==> config.mk <==
export PLATFORM = sky130hd
export DESIGN_NAME = button_conditioner
export DESIGN_NICKNAME = d
export VERILOG_FILES = /design/src/rtl/button_conditioner.sv
export SDC_FILE = /design/constraint.sdc
export NUM_CORES = 1
export LEC_CHECK = 0
export BUFFER_PORTS_ARGS = -buffer_cell sky130_fd_sc_hd__buf_2
export CAP_MARGIN = 20
export CORE_MARGIN = 3
export CORE_UTILIZATION = 56
export CTS_CLUSTER_SIZE = 8
export DETAILED_ROUTE_END_ITERATION = 7
export PLACE_DENSITY = 0.77
export SLEW_MARGIN = 15
export SYNTH_ARGS = -nofsm -noshare
export SYNTH_HDL_FRONTEND = slang
export SYNTH_SLANG_ARGS = --single-unit
==> constraint.sdc <==
create_clock -name i_clock -period 1.99 [get_ports i_clock]
set_clock_uncertainty 0.15 [all_clocks]
set_input_delay 0.0995 -clock i_clock [delete_from_list [all_inputs] [get_ports i_clock]]
set_output_delay 0.0995 -clock i_clock [all_outputs]
set_load 0.1 [all_outputs]
==> src/rtl/button_conditioner.sv <==
// button_conditioner
//   Input stage in front of the ALU. Every raw push-button and switch passes
//   through a 2-FF synchronizer. Each button is then debounced by its own
//   down-the-line counter and FSM. One debounced press produces one
//   single-cycle, one-hot pulse on o_enable, which the ALU uses to latch
//   operand 1, the operation or operand 2 from o_switch.
//
//   Optional feature: define BUTTON_AUTOREPEAT_EN to re-issue a press request
//   every REPEAT_CYCLES cycles while a button is held.
//
// Ports
//   i_clock   in   1              system clock
//   i_reset   in   1              asynchronous, active-low reset
//   i_boton   in   CANT_BOTONES   raw buttons, active-high, asynchronous
//   i_switch  in   CANT_SWITCHES  raw switches, asynchronous
//   o_enable  out  CANT_BOTONES   one-hot, single-cycle press pulse
//   o_switch  out  CANT_SWITCHES  synchronized switches (2-cycle latency)
//
// Per-button FSM
//   state     | meaning
//   IDLE      | released and stable, waiting for a high level
//   ARMING    | high seen, counting stable-high cycles before accepting
//   PRESSED   | press accepted (request issued), waiting for a low level
//   RELEASING | low seen, counting stable-low cycles before accepting

module button_conditioner #(
  parameter int CANT_BOTONES    = 4,
  parameter int CANT_SWITCHES   = 6,
  parameter int DEBOUNCE_CYCLES = 1000000,
  parameter int REPEAT_CYCLES   = 50000000
) (
  input  logic                     i_clock,
  input  logic                     i_reset,
  input  logic [CANT_BOTONES-1:0]  i_boton,
  input  logic [CANT_SWITCHES-1:0] i_switch,
  output logic [CANT_BOTONES-1:0]  o_enable,
  output logic [CANT_SWITCHES-1:0] o_switch
);

  localparam int             CNT_W    = $clog2(DEBOUNCE_CYCLES);
  localparam logic [CNT_W-1:0] CNT_LAST = CNT_W'(DEBOUNCE_CYCLES - 1);

  typedef enum logic [1:0] {
    IDLE      = 2'd0,
    ARMING    = 2'd1,
    PRESSED   = 2'd2,
    RELEASING = 2'd3
  } state_t;

  logic [CANT_BOTONES-1:0]  btn_meta;
  logic [CANT_BOTONES-1:0]  btn_sync;
  logic [CANT_SWITCHES-1:0] sw_meta;
  logic [CANT_SWITCHES-1:0] sw_sync;
  logic [CANT_BOTONES-1:0]  press_req;
  logic [CANT_BOTONES-1:0]  grant;

  always_ff @(posedge i_clock or negedge i_reset) begin
    if (!i_reset) begin
      btn_meta <= '0;
      btn_sync <= '0;
      sw_meta  <= '0;
      sw_sync  <= '0;
    end else begin
      btn_meta <= i_boton;
      btn_sync <= btn_meta;
      sw_meta  <= i_switch;
      sw_sync  <= sw_meta;
    end
  end

  assign o_switch = sw_sync;

  for (genvar b = 0; b < CANT_BOTONES; b++) begin : g_btn
    state_t           state;
    state_t           state_nxt;
    logic [CNT_W-1:0] cnt;
    logic [CNT_W-1:0] cnt_nxt;
    logic             lvl;
    logic             fsm_req;
    logic             rpt_req;

    assign lvl = btn_sync[b];

    always_ff @(posedge i_clock or negedge i_reset) begin
      if (!i_reset) begin
        state <= IDLE;
        cnt   <= '0;
      end else begin
        state <= state_nxt;
        cnt   <= cnt_nxt;
      end
    end

    // The counter is cleared on every state change, so it can only reach
    // CNT_LAST while the level has been stable and never wraps.
    always_comb begin
      state_nxt = state;
      cnt_nxt   = cnt;
      fsm_req   = 1'b0;
      case (state)
        IDLE: begin
          if (lvl) begin
            state_nxt = ARMING;
            cnt_nxt   = '0;
          end
        end
        ARMING: begin
          if (!lvl) begin
            state_nxt = IDLE;
            cnt_nxt   = '0;
          end else if (cnt == CNT_LAST) begin
            state_nxt = PRESSED;
            cnt_nxt   = '0;
            fsm_req   = 1'b1;
          end else begin
            cnt_nxt = cnt + 1'b1;
          end
        end
        PRESSED: begin
          if (!lvl) begin
            state_nxt = RELEASING;
            cnt_nxt   = '0;
          end
        end
        RELEASING: begin
          if (lvl) begin
            state_nxt = PRESSED;
            cnt_nxt   = '0;
          end else if (cnt == CNT_LAST) begin
            state_nxt = IDLE;
            cnt_nxt   = '0;
          end else begin
            cnt_nxt = cnt + 1'b1;
          end
        end
        default: begin
          state_nxt = IDLE;
          cnt_nxt   = '0;
        end
      endcase
    end

`ifdef BUTTON_AUTOREPEAT_EN
    localparam int             RPT_W    = $clog2(REPEAT_CYCLES);
    localparam logic [RPT_W-1:0] RPT_LAST = RPT_W'(REPEAT_CYCLES - 1);

    logic [RPT_W-1:0] rpt;
    logic [RPT_W-1:0] rpt_nxt;

    always_ff @(posedge i_clock or negedge i_reset) begin
      if (!i_reset) rpt <= '0;
      else          rpt <= rpt_nxt;
    end

    // Counts only while held in PRESSED; any other state (including the
    // bounce back to PRESSED from RELEASING) restarts the period from zero.
    always_comb begin
      rpt_nxt = '0;
      rpt_req = 1'b0;
      if (state == PRESSED && lvl) begin
        if (rpt == RPT_LAST) begin
          rpt_req = 1'b1;
        end else begin
          rpt_nxt = rpt + 1'b1;
        end
      end
    end
`else
    assign rpt_req = 1'b0;
`endif

    assign press_req[b] = fsm_req | rpt_req;
  end

`ifndef BUTTON_AUTOREPEAT_EN
  // The repeat period has no hardware in this build.
  if (REPEAT_CYCLES < 2) begin : g_repeat_unused
  end
`endif

  // Lowest index wins; requests losing arbitration are dropped, their FSMs
  // still advance to PRESSED.
  always_comb begin
    grant = '0;
    for (int i = 0; i < CANT_BOTONES; i++) begin
      if (press_req[i] && grant == '0) grant[i] = 1'b1;
    end
  end

  always_ff @(posedge i_clock or negedge i_reset) begin
    if (!i_reset) o_enable <= '0;
    else          o_enable <= grant;
  end

endmodule

# --- Yosys cells after proc, flatten, opt, wreduce, memory -nomap -nowiden ---
# Index checks and enable logic that the tools add are counted.
classes:
  add_sub_neg: 4
  eq_ne: 32
  n_mux: 68
  bitwise_logic: 1
  n_reduce_logical: 17
op_table:
  columns: ["cell", "n"]
  rows:
  - ["$mux 20", 20]
  - ["$pmux 20 s4", 4]
  - ["$add 20x1->20 const B", 4]
  - ["$eq 20x20->1 const B", 4]
  - ["$mux 2", 24]
  - ["$pmux 2 s4", 4]
  - ["$ne 3x3->1 const B", 8]
  - ["$eq 2x2->1 const B", 8]
  - ["$mux 1", 16]
  - ["$ne 2x2->1 const B", 8]
  - ["$reduce_and 4->1", 4]
  - ["$logic_not 2->1", 5]
  - ["$eq 2x1->1 const B", 4]
  - ["$reduce_and 2->1", 4]
  - ["$logic_and 1x1->1", 3]
  - ["$logic_not 3->1", 1]
  - ["$not 1->1", 1]
word_totals:
  register_bits: 112
  in_bits: 12
  output_inout_bits: 10

# --- Logic depth before layout (Yosys ltp) ---
# Gate-level depths: netlist (run 1).
logic_depth:
  ltp_word: 14
  ltp_mapped: 8
  mapped_depth_nobuf: 6

# --- Worst setup path after synthesis (run 1) ---
# OpenSTA, ideal clock, no wires.
synth_path:
  path_type: "flip-flop to flip-flop"
  startpoint: "register g_btn[3].cnt[0]"
  endpoint: "register g_btn[3].cnt[1]"
  setup_time_ns: 0.121
  t_arrival_ns: 1.760
  setup_slack_ns: -0.041
  stages_incl_launch_ff: 8
  n_path_buf: 2
  period_less_slack_ns: 2.031
  path_cell_list: "dfrtp_1 > ha_1 > and4_1 > nand4_1 > o31a_1 > buf_2 > buf_6 > a22o_1"
synth_via:
  elab_chain_len: 4
  word_cells_on_any_way: 6
  cone_classes: "add/sub: 1; eq/ne: 1; mux: 4"
synth_lines:
  columns: ["element", "line", "source"]
  rows:
  - ["start: declaration", "76", "logic [CNT_W-1:0] cnt;"]
  - ["start signal: assignment", "90", "cnt <= cnt_nxt;"]
  - ["$add 20x1->20 or $eq 20x20->1 (tied branches)", null, null]
  - ["$mux 20 *", "111, 129", null]
  - ["$mux 20 (on tied branches)", "126, 108", null]
  - ["$pmux 20 s4 *", "100", "case (state)"]
# Every way passes the cells marked *; elsewhere a longest branch is shown, timed or not.
# A chain may end at the register's enable or synchronous reset.

==> results of run 1 <==
## routing by layer
metal,up-vias,wire [um],GRT usage
met2,192,7730,0.419
met1,2542,6530,0.340
met3,50,737,0.0439
met4,0,453,0.0609
li1,2325,-,-
met5,-,0,0
## stage by stage
stage               setup WS, ns  area [um^2]  hold WS [ns]   util
global route              -0.175         7370         0.110  0.790
detailed placement        -0.229         6350       -0.0372  0.681
finish                    -0.137         7370        0.0779  0.790
CTS                     -0.00741         6860        0.0850  0.736
floorplan               -0.00643         5460        -0.346      -
global placement          -0.106         6350       -0.0432  0.681
## cell type report
class | count | area (um^2)
Multi-Input combinational cell | 414 | 2960
Clock inverter | 6 | 75.1
Tap cell | 129 | 161
Clock buffer | 10 | 128
Sequential cell | 112 | 2810
Timing Repair Buffer | 145 | 1200
Fill cell | 589 | 1950
Inverter | 10 | 37.5
## worst max-delay path: stages (launching register included)
cell     delay (ns)
dfrtp_1        0.42
or4_4          0.56
nor4_4         0.21
a21o_1         0.25
nand2_1        0.12
mux2_4         0.32
## power groups by stage
stage / combinational [uW] / clock [uW] / sequential [uW]
finish: 1980 / 1440 / 2540
global route: 2120 / 1550 / 2560
floorplan: 773 / 0 / 2570
CTS: 1590 / 1450 / 2510
global placement: 1300 / 0 / 2540
detailed placement: 1350 / 0 / 2550
## flip-flops by register name (all words and copies together) (netlist names), named ones only
name         count
g_btn.state      4
o_enable         4
g_btn.cnt       80
o_switch         6
btn_sync         4
sw_meta          6
btn_meta         4
## path summary, 6_finish.rpt
path	from	endpoint	slack, ns
worst max-delay path	g_btn[0].cnt[11]	flop	-0.14
worst min-delay path	i_reset	g_btn[3].cnt[1]	0.08
worst max register to register	g_btn[0].cnt[11]	flop	-0.14
worst min register to register	btn_meta[3]	btn_sync[3]	0.20
max in group asynchronous	i_reset	g_btn[2].cnt[12]	0.99
min in group i_clock	btn_meta[3]	btn_sync[3]	0.20
## logic make-up after synthesis
| group | count (synthesis) | synth area share |
|---|---|---|
| and+or+nand+nor | 249 | 0.251 |
| AOI/OAI and AO/OA | 125 | 0.146 |
| DFF | 112 | 0.514 |
| xor gates and xnor gates | 26 | 0.0418 |
| buffers and inverters | 23 | 0.0216 |
| muxes | 8 | 0.0156 |
| adders and majority gates | 4 | 0.00919 |
## cell usage in the layout, fill, tap and decap left out, drive strengths merged, types with 3 or more instances in the layout
| master | n |
|---|---|
| a21o | 11 |
| xnor2 | 20 |
| xor2 | 6 |
| buf | 133 |
| nand4 | 14 |
| mux2i | 4 |
| and2 | 4 |
| and3 | 11 |
| a21oi | 32 |
| or2 | 5 |
| nand3 | 36 |
| a22o | 7 |
| nor2 | 43 |
| o211ai | 5 |
| a31oi | 26 |
| inv | 13 |
| nor4 | 13 |
| mux2 | 4 |
| dlygate4sd3 | 11 |
| ha | 4 |
| a41oi | 5 |
| or3 | 4 |
| and4 | 9 |
| or4 | 7 |
| o21ai | 29 |
| clkbuf | 11 |
| nand2 | 57 |
| dfrtp | 112 |
| nor3 | 21 |
| o31ai | 3 |
| nand2b | 13 |
## what timing repair did
item,CTS,global route
setup buffers,10,19
endpoints found under the setup margin,43,70
resized for setup,17,88
hold endpoints to repair,122,0
gates cloned,3,0
hold buffers,11,0
pin swaps,10,27
==> flow_summary_export.csv, run 1 <==
group,metric,value,unit
run_status,status,"complete, but fails checks",
timing,finalCriticalPeriod,2.13,ns
power,seqPwrFrac,0.426,
synth,ys_seq_elements,112,
timing,relSlewSlack,0.643,
power,internal-power,3880,uW
power,p_total,5970,uW
power,p_leak,0.00321,uW
power,p_per_area,809,nW/um^2
timing,setup_viol,33,
cells_and_area,final_nets,708,
clock_network,h-tree-depth,3,
floorplanning,io_pins,22,
global_route,grt_pass1_wl,22600,um
power,p_sw,2090,uW
worst_setup_path,cp.required,2.11,ns
global_route,grt_pass1_vias,4683,
route,drc,0,
clock_network,clk_latency,0.38,ns
synth,synth.avg_cell_area,9.96,um^2
place,place.gp.congestion,0.864,
power,irDropWorstVdd,0.000626,V
clock_network,clockRootBuffer,"clkbuf_8",
timing,period_share,1.07,
worst_setup_path,criticalPathCategory,"flop to flop",
clock_network,cts_tree,"done",
place,portBuffers,21,
synth,synth_area_leader_cell,"dfrtp_1",
floorplanning,fp.dieW,105,um
floorplanning,die_area,10900,um^2
timing,hold_violations,0,
global_route,grt_antenna_before_repair,0,
route,wire_per_inst,18.7,um
clock_network,cts_buffer_depth,2,
synth,synth.distinct_cells,61,
synth,netlist_top_cells_count,"dfrtp_1, nand2_1, nor2_1",
timing,worst_slew_pin_slew,0.536,ns
worst_setup_path,path_max_fanout,4,
flow_run,drv_cap,0,
synth,synth-edff-count,0,
clock_network,clkSlewWorstSetupHoldPaths,0.11,ns
timing,fmax,470,MHz
synth,synth_area_leaders,"dfrtp_1, nand2_1, nand3_1, xnor2_1, a31oi_1",
power,clkPwrFrac,0.241,
synth,yosysWarnings,0,
route,ant_nets,0,
timing,fin_tns_setup,-1.40,ns
place,hpwl,8790,um
power,swShare,0.350,
cells_and_area,drive_gt1_frac,0.347,
timing,rsz0062_at_grt,"yes",
route,drt_iter0_drc,354,
timing,maxSlewViolCount,0,
worst_setup_path,cp.arrival,2.25,ns
power,p_comb_frac,0.333,
synth,yosysMostFrequentCell,"dfrtp_1",
global_route,grt_overflow,0,
floorplanning,fp.dieH,105,um
min_path,hp-class,"primary input to async pin",
cells_and_area,synthToLayoutAreaGrowth,35.3,%
floorplanning,core_area,9330,um^2
route,vias,5109,
global_route,grt_usage,0.250,
timing,setup_slack,-0.137,ns
place,dp_cells,769,
floorplanning,rows,35,
run_status,violations,"setup timing",
global_route,grt_max_degree,40,
route,routed_wl,15500,um
cells_and_area,antenna_cells,0,
synth,ys_async_sr_fraction,1.00,
synth,yosys.area.top_type_share,0.514,
synth,synth_area,5450,um^2
clock_network,clock_sinks,112,
synth,synth_fp_nets,563,
worst_setup_path,cp-start-kind,"flop",
clock_network,cts_buffers,9,
floorplanning,start_util,0.584,
cells_and_area,layout.cells.non_filler,826,
route,drtPass1Iterations,4,
synth,synthCells,547,
route,via_per_inst,6.19,
worst_setup_path,r2r_cells,5,
synth,yosysSeqAreaShare,0.514,
worst_setup_path,end_kind,"flop",
synth,synthFlopType,"dfrtp_1",
Power figures use the tool's default switching activity.
==> inputs of run 2 (changes only) <==
CORE_MARGIN = 5   (was 3)
RECOVER_POWER = 100   (was not set)
clock period = 1.7 ns   (was 1.99 ns; I/O delays follow)
==> flow_summary_export.csv, run 2 (synthesis gave the netlist of run 1 again) <==
group,metric,value,unit
run_status,status,"complete, but fails checks",
run_status,violations,"setup timing",
worst_setup_path,cp-start-kind,"flop",
timing,worst_slew_pin_slew,0.760,ns
timing,maxSlewViolCount,0,
timing,hold_violations,0,
worst_setup_path,end_kind,"flop",
place,place.gp.congestion,0.896,
clock_network,cts_tree,"done",
worst_setup_path,path_cells,"nor4b_4, nand4_1, o31a_4, buf_12, o21ai_0, a31oi_1",
floorplanning,fp.dieW,109,um
worst_setup_path,path_max_fanout,6,
clock_network,clockRootBuffer,"clkbuf_8",
floorplanning,fp.dieH,109,um
place,post-place-ws,-0.402,ns
floorplanning,core_area,9640,um^2
floorplanning,die_area,11800,um^2
clock_network,cts_buffer_depth,2,
global_route,grt_pass1_wl,27000,um
cells_and_area,largest_reg_flops,80,
min_path,hp-class,"primary input to async pin",
cells_and_area,final_cell_mix,"buf_4, dfrtp_1, nand2_1",
timing,setup_slack,-0.590,ns
power,p_leak,0.00394,uW
clock_network,cts_buffers,9,
clock_network,h-tree-depth,3,
clock_network,clkSlewWorstSetupHoldPaths,0.11,ns
timing,hold_slack,0.116,ns
timing,setup_viol,92,
route,drtPass1Iterations,5,
cells_and_area,fill_cells,386,
timing,period_share,1.35,
worst_setup_path,cp.arrival,2.42,ns
cells_and_area,synthToLayoutAreaGrowth,59.2,%
route,drc,0,
cells_and_area,drive_gt1_frac,0.510,
clock_network,clk_latency,0.41,ns
global_route,grt_antenna_before_repair,0,
timing,fin_tns_setup,-28.87,ns
place,portBuffers,21,
timing,rsz0062_at_grt,"yes",
worst_setup_path,crit_slowest_cell,"o31a_4",
global_route,grt_pass1_vias,5597,
floorplanning,rows,36,
clock_network,clock_sinks,112,
cells_and_area,final_nets,795,
route,routed_wl,22100,um
power,p_per_area,857,nW/um^2
route,ant_nets,0,
cells_and_area,multi_input_area,3520,um^2
timing,finalCriticalPeriod,2.29,ns
worst_setup_path,criticalPathCategory,"flop to flop",
power,irDropWorstVdd,0.000702,V
timing,relSlewSlack,0.493,
worst_setup_path,cp.required,1.84,ns
cells_and_area,regMostFlops,"g_btn.cnt",
global_route,grt_overflow,0,
cells_and_area,regArea,2800,um^2
route,wire_per_inst,24.1,um
global_route,grt_max_degree,56,
timing,fmax,437,MHz
route,via_per_inst,6.71,
route,drt_iter0_drc,768,
cells_and_area,antenna_cells,0,
place,hpwl,10200,um
floorplanning,io_pins,22,
global_route,grt_usage,0.293,
worst_setup_path,cpPeakStageDelay,0.50,ns
route,vias,6151,
flow_run,drv_cap,0,
cells_and_area,layout_commonest_cell,"buf_4",
floorplanning,start_util,0.565,
==> run 2: area by class of cell <==
cell class	instances	area share
Multi-Input combinational cell	413	0.406
Tap cell	133	0.0192
Inverter	10	0.00433
Sequential cell	112	0.323
Clock buffer	11	0.0151
Timing Repair Buffer	233	0.227
Clock inverter	5	0.00476
==> run 2: worst paths after layout <==
check | end | from | cells after the start | slack (ns)
setup / recovery | g_btn[3].cnt[8] | g_btn[3].cnt[10] | 6 | -0.59
hold / removal | g_btn[1].cnt[17] | i_reset | 2 | 0.12
setup reg to reg | g_btn[3].cnt[8] | g_btn[3].cnt[10] | 6 | -0.59
hold reg to reg | o_switch[2] | sw_meta[2] | 0 | 0.20
max in group asynchronous | g_btn[3].cnt[17] | i_reset | 3 | 0.32
min in group i_clock | btn_meta[3] | i_boton[3] | 2 | 0.16
==> run 2: per-layer routing <==
metal  GRT usage  up-vias  wire length, um
li1            -     2495                -
met1       0.356     2983             7910
met2       0.509      483            10700
met3      0.0610      190             1830
met4       0.119        0             1640
met5           0        -                0
==> run 2: through the flow <==
stage,cells,instance area (um^2),power (uW),util
after floorplan,547,5690,4090,-
after global placement,849,7130,4860,0.739
after detailed placement,849,7130,4950,0.739
after CTS,895,7860,6750,0.816
after global routing,917,8670,7710,0.900
final,917,8670,7440,0.900
==> run 2: where the power goes <==
group | switching (uW) | internal [uW] | leakage (uW)
sequential | 139 | 2810 | 0.00150
combinational | 1630 | 1330 | 0.00236
clock | 980 | 546 | 0.0000801
==> run 2: what timing repair did <==
item	4_1_cts	5_1_grt
gates resized for setup	70	122
hold buffers	11	0
pin swaps	36	63
setup buffers	20	19
hold endpoints to repair	122	0
gates cloned	1	5
setup endpoints to repair	87	90
==> run 2: critical path, delay by kind of cell, from the launching register on <==
family / cells / cell delay [ns]
simple gates: 2 / 0.66
compound gates: 3 / 0.76
flops: 1 / 0.45
buf+inv: 1 / 0.16
